==> src/rtl/spi_slave_pkg.sv <==
// -----------------------------------------------------------------------------
// spi_slave_pkg
// Shared types and constants for the SPI register-write responder.
//   state_t    : frame state machine encoding (IDLE, SHIFT, DONE)
//   FRAME_BITS : bits in one valid write frame
//   ADDR_W     : register address width
//   DATA_W     : register data width
//   CNT_W      : bit counter width, wide enough to hold the saturation value
// -----------------------------------------------------------------------------
package spi_slave_pkg;

    localparam int FRAME_BITS = 32;
    localparam int ADDR_W     = 16;
    localparam int DATA_W     = 16;
    localparam int CNT_W      = $clog2(FRAME_BITS + 2);

    // Counter landmarks: a complete frame, and the saturation value that
    // marks "too many bits".
    localparam logic [CNT_W-1:0] CNT_FULL = CNT_W'(FRAME_BITS);
    localparam logic [CNT_W-1:0] CNT_SAT  = CNT_W'(FRAME_BITS + 1);
    localparam logic [CNT_W-1:0] CNT_BYTE = CNT_W'(8);

    typedef enum logic [1:0] {
        IDLE,
        SHIFT,
        DONE
    } state_t;

endpackage

==> src/rtl/spi_sync_edge.sv <==
// -----------------------------------------------------------------------------
// spi_sync_edge
// N-stage pin synchronizer followed by one edge-detect register.
//   clk40M : system clock
//   rst    : asynchronous active-high reset
//   i_pin  : asynchronous input pin
//   o_rise : one-cycle pulse on a synchronized 0->1 transition
//   o_fall : one-cycle pulse on a synchronized 1->0 transition
// Both pulses are visible STAGES cycles after the pin moves and are acted on
// at the following clock edge.
// -----------------------------------------------------------------------------
module spi_sync_edge #(
    parameter int STAGES = 2
) (
    input  logic clk40M,
    input  logic rst,
    input  logic i_pin,
    output logic o_rise,
    output logic o_fall
);

    logic [STAGES-1:0] r_sync;
    logic              r_prev;
    logic              w_level;

    // Everything resets to 0: a pin already low at reset release then shows
    // no falling edge, so a frame in progress is never picked up halfway.
    always_ff @(posedge clk40M or posedge rst) begin
        if (rst) begin
            r_sync <= '0;
            r_prev <= 1'b0;
        end else begin
            r_sync <= {r_sync[STAGES-2:0], i_pin};
            r_prev <= w_level;
        end
    end

    assign w_level = r_sync[STAGES-1];
    assign o_rise  =  w_level & ~r_prev;
    assign o_fall  = ~w_level &  r_prev;

endmodule

==> src/rtl/spi_slave_regif.sv <==
// -----------------------------------------------------------------------------
// spi_slave_regif
// SPI mode-3, LSB-first responder for 4-byte register-write frames
// (address LSB, address MSB, data LSB, data MSB), oversampled by clk40M.
//   clk40M     : system clock
//   rst        : asynchronous active-high reset
//   spi_clk    : SPI clock, idles high
//   sl         : chip select, active low, one frame per assertion
//   mosi       : serial data from the master
//   miso       : serial data to the master (echo of the previous byte when
//                SPI_SLAVE_MISO_ECHO_EN is defined, otherwise constant 0)
//   o_wrEn     : one-cycle write strobe for a 32-bit frame
//   o_addr     : write address, held until the next o_wrEn
//   o_data     : write data, held until the next o_wrEn
//   o_frameErr : one-cycle pulse when a frame had the wrong bit count
// Optional feature macro: SPI_SLAVE_MISO_ECHO_EN
// -----------------------------------------------------------------------------
module spi_slave_regif
    import spi_slave_pkg::*;
#(
    parameter int SYNC_STAGES = 2
) (
    input  logic              clk40M,
    input  logic              rst,
    input  logic              spi_clk,
    input  logic              sl,
    input  logic              mosi,
    output logic              miso,
    output logic              o_wrEn,
    output logic [ADDR_W-1:0] o_addr,
    output logic [DATA_W-1:0] o_data,
    output logic              o_frameErr
);

    logic                   w_sck_rise, w_sck_fall;
    logic                   w_sl_rise, w_sl_fall;
    logic                   w_mosi;
    logic [SYNC_STAGES-1:0] r_mosi_sync;

    state_t                 r_state, w_next_state;
    logic [CNT_W-1:0]       r_cnt;
    logic [FRAME_BITS-1:0]  r_sr;
    logic                   w_cnt_clr, w_shift_en, w_frame_ok, w_frame_bad;

    spi_sync_edge #(.STAGES(SYNC_STAGES)) u_sck_sync (
        .clk40M (clk40M),
        .rst    (rst),
        .i_pin  (spi_clk),
        .o_rise (w_sck_rise),
        .o_fall (w_sck_fall)
    );

    spi_sync_edge #(.STAGES(SYNC_STAGES)) u_sl_sync (
        .clk40M (clk40M),
        .rst    (rst),
        .i_pin  (sl),
        .o_rise (w_sl_rise),
        .o_fall (w_sl_fall)
    );

    // mosi has the same depth as spi_clk, so data and clock stay aligned.
    always_ff @(posedge clk40M or posedge rst) begin
        if (rst) begin
            r_mosi_sync <= '0;
        end else begin
            r_mosi_sync <= {r_mosi_sync[SYNC_STAGES-2:0], mosi};
        end
    end

    assign w_mosi = r_mosi_sync[SYNC_STAGES-1];

    // NOTE: non-blocking assignments on every flop so all registers sample
    // pre-edge values regardless of block ordering.
    always_ff @(posedge clk40M or posedge rst) begin
        if (rst) begin
            r_state <= IDLE;
        end else begin
            r_state <= w_next_state;
        end
    end

    // NOTE: every output of this block gets a default first, so no path
    // through the case leaves a variable unassigned and no latch is inferred.
    always_comb begin
        w_next_state = r_state;
        w_cnt_clr    = 1'b0;
        w_shift_en   = 1'b0;
        w_frame_ok   = 1'b0;
        w_frame_bad  = 1'b0;
        case (r_state)
            IDLE: begin
                if (w_sl_fall) begin
                    w_next_state = SHIFT;
                    w_cnt_clr    = 1'b1;
                end
            end
            SHIFT: begin
                w_shift_en = w_sck_rise;
                if (w_sl_rise) begin
                    w_next_state = DONE;
                end
            end
            DONE: begin
                w_frame_ok  = (r_cnt == CNT_FULL);
                w_frame_bad = (r_cnt != CNT_FULL);
                // A new frame may start while the previous one is judged.
                if (w_sl_fall) begin
                    w_next_state = SHIFT;
                    w_cnt_clr    = 1'b1;
                end else begin
                    w_next_state = IDLE;
                end
            end
            default: w_next_state = IDLE;
        endcase
    end

    always_ff @(posedge clk40M or posedge rst) begin
        if (rst) begin
            r_cnt      <= '0;
            r_sr       <= '0;
            o_wrEn     <= 1'b0;
            o_frameErr <= 1'b0;
            o_addr     <= '0;
            o_data     <= '0;
        end else begin
            o_wrEn     <= 1'b0;
            o_frameErr <= 1'b0;

            if (w_cnt_clr) begin
                r_cnt <= '0;
            end else if (w_shift_en) begin
                // Bits past the frame length only push the counter to its
                // saturation value; the captured frame is left untouched.
                if (r_cnt < CNT_FULL) begin
                    r_sr <= {w_mosi, r_sr[FRAME_BITS-1:1]};
                end
                if (r_cnt != CNT_SAT) begin
                    r_cnt <= r_cnt + CNT_W'(1);
                end
            end

            if (w_frame_ok) begin
                o_addr <= r_sr[ADDR_W-1:0];
                o_data <= r_sr[FRAME_BITS-1:ADDR_W];
                o_wrEn <= 1'b1;
            end
            if (w_frame_bad) begin
                o_frameErr <= 1'b1;
            end
        end
    end

`ifdef SPI_SLAVE_MISO_ECHO_EN
    logic [7:0] r_echo;

    // miso replays the previous byte, one byte behind the master. On a byte
    // boundary the byte just completed sits in the top 8 bits of r_sr.
    always_ff @(posedge clk40M or posedge rst) begin
        if (rst) begin
            r_echo <= '0;
            miso   <= 1'b0;
        end else if (r_state != SHIFT) begin
            miso <= 1'b0;
        end else if (w_sck_fall) begin
            if (r_cnt < CNT_BYTE) begin
                miso <= 1'b0;
            end else if (r_cnt[2:0] == 3'd0) begin
                r_echo <= r_sr[FRAME_BITS-1:FRAME_BITS-8];
                miso   <= r_sr[FRAME_BITS-8];
            end else begin
                miso <= r_echo[r_cnt[2:0]];
            end
        end
    end
`else
    // Without echo the falling-edge detect has no consumer.
    logic w_unused_sck_fall;
    assign w_unused_sck_fall = w_sck_fall;
    assign miso              = 1'b0;
`endif

endmodule

==> config.mk <==
export PLATFORM = sky130hd
export DESIGN_NAME = spi_slave_regif
export DESIGN_NICKNAME = d
export VERILOG_FILES = /design/src/rtl/spi_slave_pkg.sv /design/src/rtl/spi_sync_edge.sv /design/src/rtl/spi_slave_regif.sv
export SDC_FILE = /design/constraint.sdc
export NUM_CORES = 1
export LEC_CHECK = 0
export CORE_MARGIN = 2
export CORE_UTILIZATION = 50
export CTS_BUF_LIST = sky130_fd_sc_hd__clkbuf_16
export DETAILED_ROUTE_END_ITERATION = 12
export GPL_TIMING_DRIVEN = 0
export PLACE_DENSITY = 0.7
export SLEW_MARGIN = 20
export SYNTH_ARGS = -nofsm -noshare
export SYNTH_HDL_FRONTEND = slang
export SYNTH_SLANG_ARGS = --single-unit
==> constraint.sdc <==
create_clock -name clk40M -period 3 [get_ports clk40M]
set_input_delay 0.6 -clock clk40M [delete_from_list [all_inputs] [get_ports clk40M]]
set_output_delay 0.6 -clock clk40M [all_outputs]
set_load 0.05 [all_outputs]
# Word level (Yosys, flattened, before mapping)
# Cells that the tools add are included.
[op_classes]
n_eq_ne = 7
order_cmp = 1
add_sub_neg = 1
n_reduce_logical = 7
bitwise = 7
mux = 14
[ops]
columns = ["cell", "n"]
rows = [
  ["$mux 6", 3],
  ["$ne 6x6->1 const B", 2],
  ["$mux 1", 8],
  ["$add 6x1->6 const B", 1],
  ["$eq 6x6->1 const B", 1],
  ["$lt 6x6->1 const B", 1],
  ["$pmux 2 s3", 1],
  ["$mux 2", 2],
  ["$ne 2x1->1 const B", 2],
  ["$not 1->1", 4],
  ["$reduce_and 2->1", 2],
  ["$reduce_bool 2->1", 2],
  ["$and 1x1->1", 3],
  ["$reduce_and 3->1", 1],
  ["$eq 2x1->1 const B", 1],
  ["$eq 2x2->1 const B", 1],
  ["$logic_not 2->1", 1],
  ["$reduce_or 2->1", 1],
]
[word_totals]
regBits = 82

# Longest topological paths before layout
# Gate-level depths: netlist of run 1.
[depth]
ltp_word = 6
ltp_mapped = 5
ltp_nobuf = 4

# Hierarchy
# A second synthesis of run 1 with hierarchy kept.
[unflattened]
hier_cells = 197
area_unflattened_um2 = 3259.4
[modules_own_cells]
columns = ["module", "n_inst", "area_each_um2", "cells_per_inst", "seq_area_each_um2"]
rows = [
  ["spi_slave_regif", 1, 3071.7, 185, 1901.8],
  ["spi_sync_edge", 2, 93.8, 6, 75.1],
]

# Least setup slack after synthesis of run 1
# OpenSTA, ideal clock, no wires.
[synth_timing]
path_kind = "register to register"
from = "reg r_cnt[4]"
to = "reg o_addr[10]"
path_stages_with_launch = 5
period_less_slack_ns = 1.575
setup_ns = 0.125
path_slack_ns = 1.425
arrival_ns = 1.450
required_ns = 2.875
path_cell_list = "dfrtp_1 nor4b_4 nand4b_4 buf_6 mux2_4"
[synth_via]
elab_chain_len = 2
[synth_lines]
columns = ["element", "line_no", "source"]
rows = [
  ["start, declared", "spi_slave_regif.sv:41", "logic [CNT_W-1:0] r_cnt;"],
  ["start signal, assigned", "spi_slave_regif.sv:139", "r_cnt <= r_cnt + CNT_W'(1);"],
  ["$eq 6x6->1", "spi_slave_regif.sv:104", "w_frame_ok = (r_cnt == CNT_FULL);"],
  ["$mux 1", "spi_slave_regif.sv:90", "case (r_state)"],
  ["end signal, assigned", "spi_slave_regif.sv:144", "o_addr <= r_sr[ADDR_W-1:0];"],
  ["end, declared", "spi_slave_regif.sv:30", "output logic [ADDR_W-1:0] o_addr,"],
]
# No other way between the ends.
# A chain may end at the register's enable or synchronous reset.

# Worst setup path in the final report of run 1
[layout_timing]
from = "reg o_data[8]"
to = "out o_data[8]"
[layout_rtl]
columns = ["element", "line_no", "source"]
rows = [
  ["start, declared", "spi_slave_regif.sv:31", "output logic [DATA_W-1:0] o_data,"],
  ["start signal, assigned", "spi_slave_regif.sv:145", "o_data <= r_sr[FRAME_BITS-1:ADDR_W];"],
]
# No word-level cell between the ends.

==> results of run 1 <==
-- logic make-up after synthesis --
| kind of cell | count (synthesis) | synth area share |
|---|---|---|
| multiplexers | 67 | 0.264 |
| buffers and inverters | 14 | 0.0276 |
| AND/OR/NAND/NOR | 19 | 0.0472 |
| other | 1 | 0.00115 |
| adder cells (fa/ha/maj) | 3 | 0.0115 |
| flip-flops | 82 | 0.630 |
| AO/OA/AOI/OAI | 9 | 0.0192 |
-- power groups by stage --
stage,logic [mW],registers (mW),clock network [mW]
floorplan,0.152,1.24,0
global placement,0.182,1.26,0
detailed placement,0.192,1.26,0
CTS,0.195,1.24,1.32
global route,0.214,1.25,1.38
finish,0.189,1.24,1.29
-- metal layers --
layer  vias to the layer above  GRT usage  wire, microns
li1                        781          -              -
met1                       853      0.199           2290
met2                        43      0.242           2420
met3                         7     0.0541            247
met4                         0     0.0563             57
met5                         -          0              0
-- state kept, by name, summed over array words and instances (netlist names) --
name and cells:
o_addr 16, u_sl_sync.r_sync 2, r_sr 32, o_data 16
r_mosi_sync 2, r_state 2, o_frameErr 1, o_wrEn 1
u_sck_sync.r_prev 1, u_sl_sync.r_prev 1, u_sck_sync.r_sync 2, r_cnt 6
-- cell type report --
class | instances | area share
inverter | 6 | 0.00608
clock inverter | 6 | 0.0319
multi-input combinational | 99 | 0.272
tap | 77 | 0.0234
sequential | 82 | 0.499
timing repair buffer | 39 | 0.0973
clock buffer | 9 | 0.0547
buffer | 8 | 0.0164
-- through the flow --
step	std cells	hold slack [ns]	setup WS, ns
6_report	326	0.348	0.871
4_1_cts	326	0.351	0.855
5_1_grt	326	0.361	0.830
2_1_floorplan	195	0.331	0.292
3_5_place_dp	311	0.337	1.20
3_3_place_gp	310	0.332	-0.951
-- worst paths after layout --
kind / from / endpoint / slack (ns) / depth (start not counted)
setup / recovery: o_data[8]$_DFFE_PP0P_ / o_data[8] / 0.87 / 1
hold / removal: u_sck_sync.r_sync[0]$_DFF_PP0_ / u_sck_sync.r_sync[1]$_DFF_PP0_ / 0.35 / 0
setup reg to reg: r_state[1]$_DFFE_PP0P_ / r_sr[1]$_DFFE_PP0P_ / 1.21 / 4
hold reg to reg: u_sck_sync.r_sync[0]$_DFF_PP0_ / u_sck_sync.r_sync[1]$_DFF_PP0_ / 0.35 / 0
max in group asynchronous: rst / r_sr[19]$_DFFE_PP0P_ / 1.75 / 3
min in group asynchronous: rst / o_addr[2]$_DFFE_PP0P_ / 0.67 / 2
-- placed cells by master, fill, tap and decap left out, types with 3 or more instances in the layout --
cell and count:
mux2_2 33, buf_4 4, nand2_1 5, bufinv_16 4
dfrtp_1 82, buf_6 3, inv_1 6, mux2i_1 3
ha_1 3, clkdlybuf4s50_1 38, clkbuf_16 9, mux2_4 29
==> flow_metrics.env, run 1 <==
export IMPL_synthToLayoutAreaGrowth_pct=26.3
export IMPL_relSlewSlack=0.648
export IMPL_antenna_found_initial=0
export IMPL_synth_area_sq_um=3260
export IMPL_layout_drive_gt1_share=0.361
export IMPL_finalInstanceArea_sq_um=4120
export IMPL_cts_sinks=82
export IMPL_finClkSkew_ns=0.00348
export IMPL_rows=29
export IMPL_synth_most_common_cell="dfrtp_1"
export IMPL_drt_initial_drc_count=51
export IMPL_fill_cells=478
export IMPL_drv_slew=0
export IMPL_synthesis_nets=203
export IMPL_seq_area_sq_um=2050
export IMPL_grt_ovfl_total=0
export IMPL_h_tree_depth=3
export IMPL_startpoint_type="register"
export IMPL_required_ns=2.40
export IMPL_grt_max_degree=43
export IMPL_p_int_mw=2.16
export IMPL_die_h_microns=84.7
export IMPL_switching_share=0.207
export IMPL_insertedDiodeCount=0
export IMPL_pwr_share_comb=0.070
export IMPL_min_period_ns=2.13
export IMPL_routed_via_density=5.17
export IMPL_wl_microns=5020
export IMPL_slowest_delay_ns=0.84
export IMPL_drc_errors=0
export IMPL_cp_arrival_ns=1.53
export IMPL_clockBufferDepth=2
export IMPL_cts_root_buf="clkbuf_16"
export IMPL_utilization=0.652
export IMPL_rsz0062_at_grt="false"
export IMPL_clk_latency_ns=0.32
export IMPL_leakagePower_nw=2.07
export IMPL_drt_antenna_violating_nets=0
export IMPL_via_count=1684
export IMPL_initial_core_util=0.516
export IMPL_synth_commonest_cells="dfrtp_1 (82), mux2_2 (33), mux2_4 (29), inv_1 (6), nand2_1 (5)"
export IMPL_io_pins=40
export IMPL_yosysTopAreaCell="dfrtp_1"
export IMPL_synthArstFlopShare=1.00
export IMPL_place_congestion=0.781
export IMPL_vdd_ir_drop_worst_mv=0.420
export IMPL_cts_buffers_inserted=9
export IMPL_crit_path_max_fanout=2
export IMPL_cts_setup_buffers=0
export IMPL_setup_viol=0
export IMPL_clk_pin_slew_worst_paths_ns=0.06
export IMPL_synth_seq_cells=82
export IMPL_synth_edff_count=0
export IMPL_end_kind="primary output"
export IMPL_fin_crit_sh=0.710
export IMPL_synth_avg_cell_area_sq_um=16.7
export IMPL_critical_path_slowest_cell="clkdlybuf4s50_1"
export IMPL_hpwl_microns=3180
export IMPL_status="completed"
export IMPL_p_switching_mw=0.563
export IMPL_cp_buffers_inverters=1
export IMPL_p_clk_frac=0.475
export IMPL_post_drt_wl_per_cell_microns=15.4
export IMPL_fin_setup_tns_ns=0
export IMPL_yosysWarnings=0
export IMPL_cts_tree="done"
export IMPL_dieArea_sq_um=7180
export IMPL_totalPowerFinal_mw=2.72
export IMPL_p_seq_frac=0.456
export IMPL_track_usage=0.154
export IMPL_grt_pass1_vias=1754
export IMPL_ctsResizeCount=0
export IMPL_synth_area_leaders="dfrtp_1 (63%), mux2_4 (13%), mux2_2 (11%)"
export IMPL_path_cells="clkdlybuf4s50_1"
export IMPL_hold_viol_final=0
export IMPL_postCtsHoldBufs=0
export IMPL_worst_slew_pin_transition_ns=0.526
export IMPL_crit_family="buffers and inverters"
export IMPL_multi_input_area_sq_um=1120
export IMPL_synth_cells=195
export IMPL_core_sq_um=6310
export IMPL_ys_types=33
export IMPL_grt_pass1_wl_microns=8490
export IMPL_place_area_sq_um=3760
export IMPL_dr_pass1_iters=4
export IMPL_io_buffers=38
export IMPL_synth_top_area_frac=0.630
export IMPL_nets=253
export IMPL_worst_setup_path_type="reg2out"
export IMPL_synth_top_flop_cell="dfrtp_1"
export IMPL_yosysSeqAreaShare=0.630
export IMPL_die_w_microns=84.7
export IMPL_powerDensity_nw_per_um2=661
export IMPL_drv_cap=0
export IMPL_hold_class="reg2reg"
export IMPL_fmax_ghz=0.470
Note: power is estimated with default switching activity, not from simulation.
==> run 2, diff against run 1 <==
==> constraint.sdc (replaced) <==
create_clock -name clk40M -period 2.2 [get_ports clk40M]
set_input_delay 0.44 -clock clk40M [delete_from_list [all_inputs] [get_ports clk40M]]
set_output_delay 0.44 -clock clk40M [all_outputs]
set_load 0.05 [all_outputs]
==> run 2 against run 1 <==
  * Combinational power rose by 38%
  * Sequential share of layout area rose by 0.31 points
  * Count of clock-buffer cells in the layout did not move
  * Register-to-register slack got worse by 0.82 ns
  * Final cell count rose by 0.61%
  * Routed wire length rose by 1.3%
  * Global-route usage rose by 0.47 points
  * Critical path depth did not move
  * Non-clock buffer count rose by 1
  * Sequential cell count did not move
  * Clock power rose by 19%
  * Critical path type unchanged
==> flow_metrics.env, run 2 (same netlist as run 1, synthesis figures left out) <==
export IMPL_cts_tree="done"
export IMPL_p_int_mw=2.72
export IMPL_nets=254
export IMPL_drv_cap=0
export IMPL_min_period_ns=1.94
export IMPL_drc_errors=0
export IMPL_crit_family="buffers and inverters"
export IMPL_largest_reg_flops=32
export IMPL_busiest_layer="met2"
export IMPL_dr_pass1_iters=4
export IMPL_startpoint_type="register"
export IMPL_critical_path_slowest_cell="clkdlybuf4s50_1"
export IMPL_global_route_usage_met2=0.225
export IMPL_hold_viol_final=0
export IMPL_core_sq_um=6310
export IMPL_pwr_share_comb=0.074
export IMPL_drv_slew=0
export IMPL_grt_ovfl_total=0
export IMPL_grt_max_degree=30
export IMPL_post_drt_wl_per_cell_microns=15.5
export IMPL_leakagePower_nw=2.06
export IMPL_use_met1=0.221
export IMPL_p_seq_frac=0.485
export IMPL_path_cells="clkdlybuf4s50_1"
export IMPL_cts_root_buf="clkbuf_16"
export IMPL_grt_pass1_vias=1745
export IMPL_clockBufferDepth=2
export IMPL_layout_drive_gt1_share=0.363
export IMPL_worst_setup_path_type="reg2out"
export IMPL_instances_no_fill=328
export IMPL_postCtsHoldBufs=0
export IMPL_cp_arrival_ns=1.50
export IMPL_place_congestion=0.793
export IMPL_worst_slew_pin_transition_ns=0.628
export IMPL_insertedDiodeCount=0
export IMPL_clk_latency_ns=0.33
export IMPL_wl_microns=5080
export IMPL_fmax_ghz=0.514
export IMPL_grt_pass1_wl_microns=8690
export IMPL_p_clk_frac=0.441
export IMPL_hpwl_microns=3320
export IMPL_switching_share=0.221
export IMPL_utilization=0.648
export IMPL_cts_buffers_inserted=9
export IMPL_fin_crit_sh=0.884
export IMPL_track_usage=0.159
export IMPL_final_cell_mix="dfrtp_1 (82), clkdlybuf4s50_1 (38), mux2_2 (33), mux2_4 (29), clkbuf_16 (9)"
export IMPL_clk_pin_slew_worst_paths_ns=0.06
export IMPL_h_tree_depth=3
export IMPL_cp_buffers_inverters=1
export IMPL_required_ns=1.76
export IMPL_status="completed"
export IMPL_die_h_microns=84.7
export IMPL_place_area_sq_um=3780
export IMPL_finClkSkew_ns=0.00573
export IMPL_hold_class="reg2reg"
export IMPL_use_met3=0.0492
export IMPL_finalInstanceArea_sq_um=4090
export IMPL_relSlewSlack=0.581
export IMPL_rsz0062_at_grt="false"
export IMPL_dieArea_sq_um=7180
export IMPL_reg_top3="r_sr: 32 flops, o_addr: 16 flops, o_data: 16 flops"
export IMPL_ctsResizeCount=0
export IMPL_cts_setup_buffers=0
export IMPL_powerDensity_nw_per_um2=852
export IMPL_vdd_ir_drop_worst_mv=0.513
export IMPL_drt_initial_drc_count=59
export IMPL_setup_viol=0
export IMPL_io_buffers=38
export IMPL_routed_via_density=5.21
export IMPL_end_kind="primary output"
export IMPL_dpl_cell_count=312
export IMPL_cts_sinks=82
export IMPL_via_count=1710
export IMPL_crit_path_max_fanout=2
export IMPL_final_common_cell="dfrtp_1"
export IMPL_synthToLayoutAreaGrowth_pct=25.5
export IMPL_p_switching_mw=0.770
export IMPL_rows=29
export IMPL_initial_core_util=0.516
export IMPL_regMostFlops="r_sr"
export IMPL_io_pins=40
export IMPL_slowest_delay_ns=0.81
export IMPL_drt_antenna_violating_nets=0
export IMPL_antenna_found_initial=0
export IMPL_die_w_microns=84.7
-- run 2: area by class of cell --
cell class / instances / area (sq um)
Sequential cell: 82 / 2050
Fill cell: 495 / 2220
Clock inverter: 7 / 85.1
Tap cell: 77 / 96.3
Timing Repair Buffer: 40 / 420
Inverter: 6 / 26.3
Buffer: 8 / 67.6
Multi-Input combinational cell: 99 / 1120
Clock buffer: 9 / 225
-- run 2: final timing paths --
kind	startpoint	to	slack, ns	cells past startpoint
max in group asynchronous	rst	r_state[0]$_DFFE_PP0P_	1.12	3
hold reg to reg	u_sck_sync.r_sync[0]$_DFF_PP0_	u_sck_sync.r_sync[1]$_DFF_PP0_	0.35	0
setup reg to reg	r_state[1]$_DFFE_PP0P_	r_sr[10]$_DFFE_PP0P_	0.39	4
hold / removal	u_sck_sync.r_sync[0]$_DFF_PP0_	u_sck_sync.r_sync[1]$_DFF_PP0_	0.35	0
min in group asynchronous	rst	o_addr[13]$_DFFE_PP0P_	0.54	2
setup / recovery	o_addr[14]$_DFFE_PP0P_	o_addr[14]	0.26	1
-- run 2: per-layer routing --
metal	vias up	wire length [microns]
li1	787	-
met1	879	2400
met2	36	2410
met3	8	201
met4	0	80
met5	-	0
-- run 2: power by group through the flow --
stage	clock network, mW	logic (mW)	registers (mW)
after floorplan	0	0.208	1.69
after global placement	0	0.249	1.71
after detailed placement	0	0.266	1.72
after CTS	1.58	0.267	1.69
after global routing	1.65	0.296	1.71
final	1.54	0.260	1.69
-- run 2: through the flow --
stage / total power, mW / hold slack, ns / setup TNS (ns) / worst slack (ns)
final: 3.49 / 0.350 / 0 / 0.256
after global placement: 1.96 / 0.333 / -5.70 / -0.0721
after detailed placement: 1.98 / 0.338 / 0 / 0.395
after global routing: 3.66 / 0.353 / 0 / 0.187
after floorplan: 1.90 / 0.331 / 0 / 0.625
after CTS: 3.53 / 0.349 / 0 / 0.237
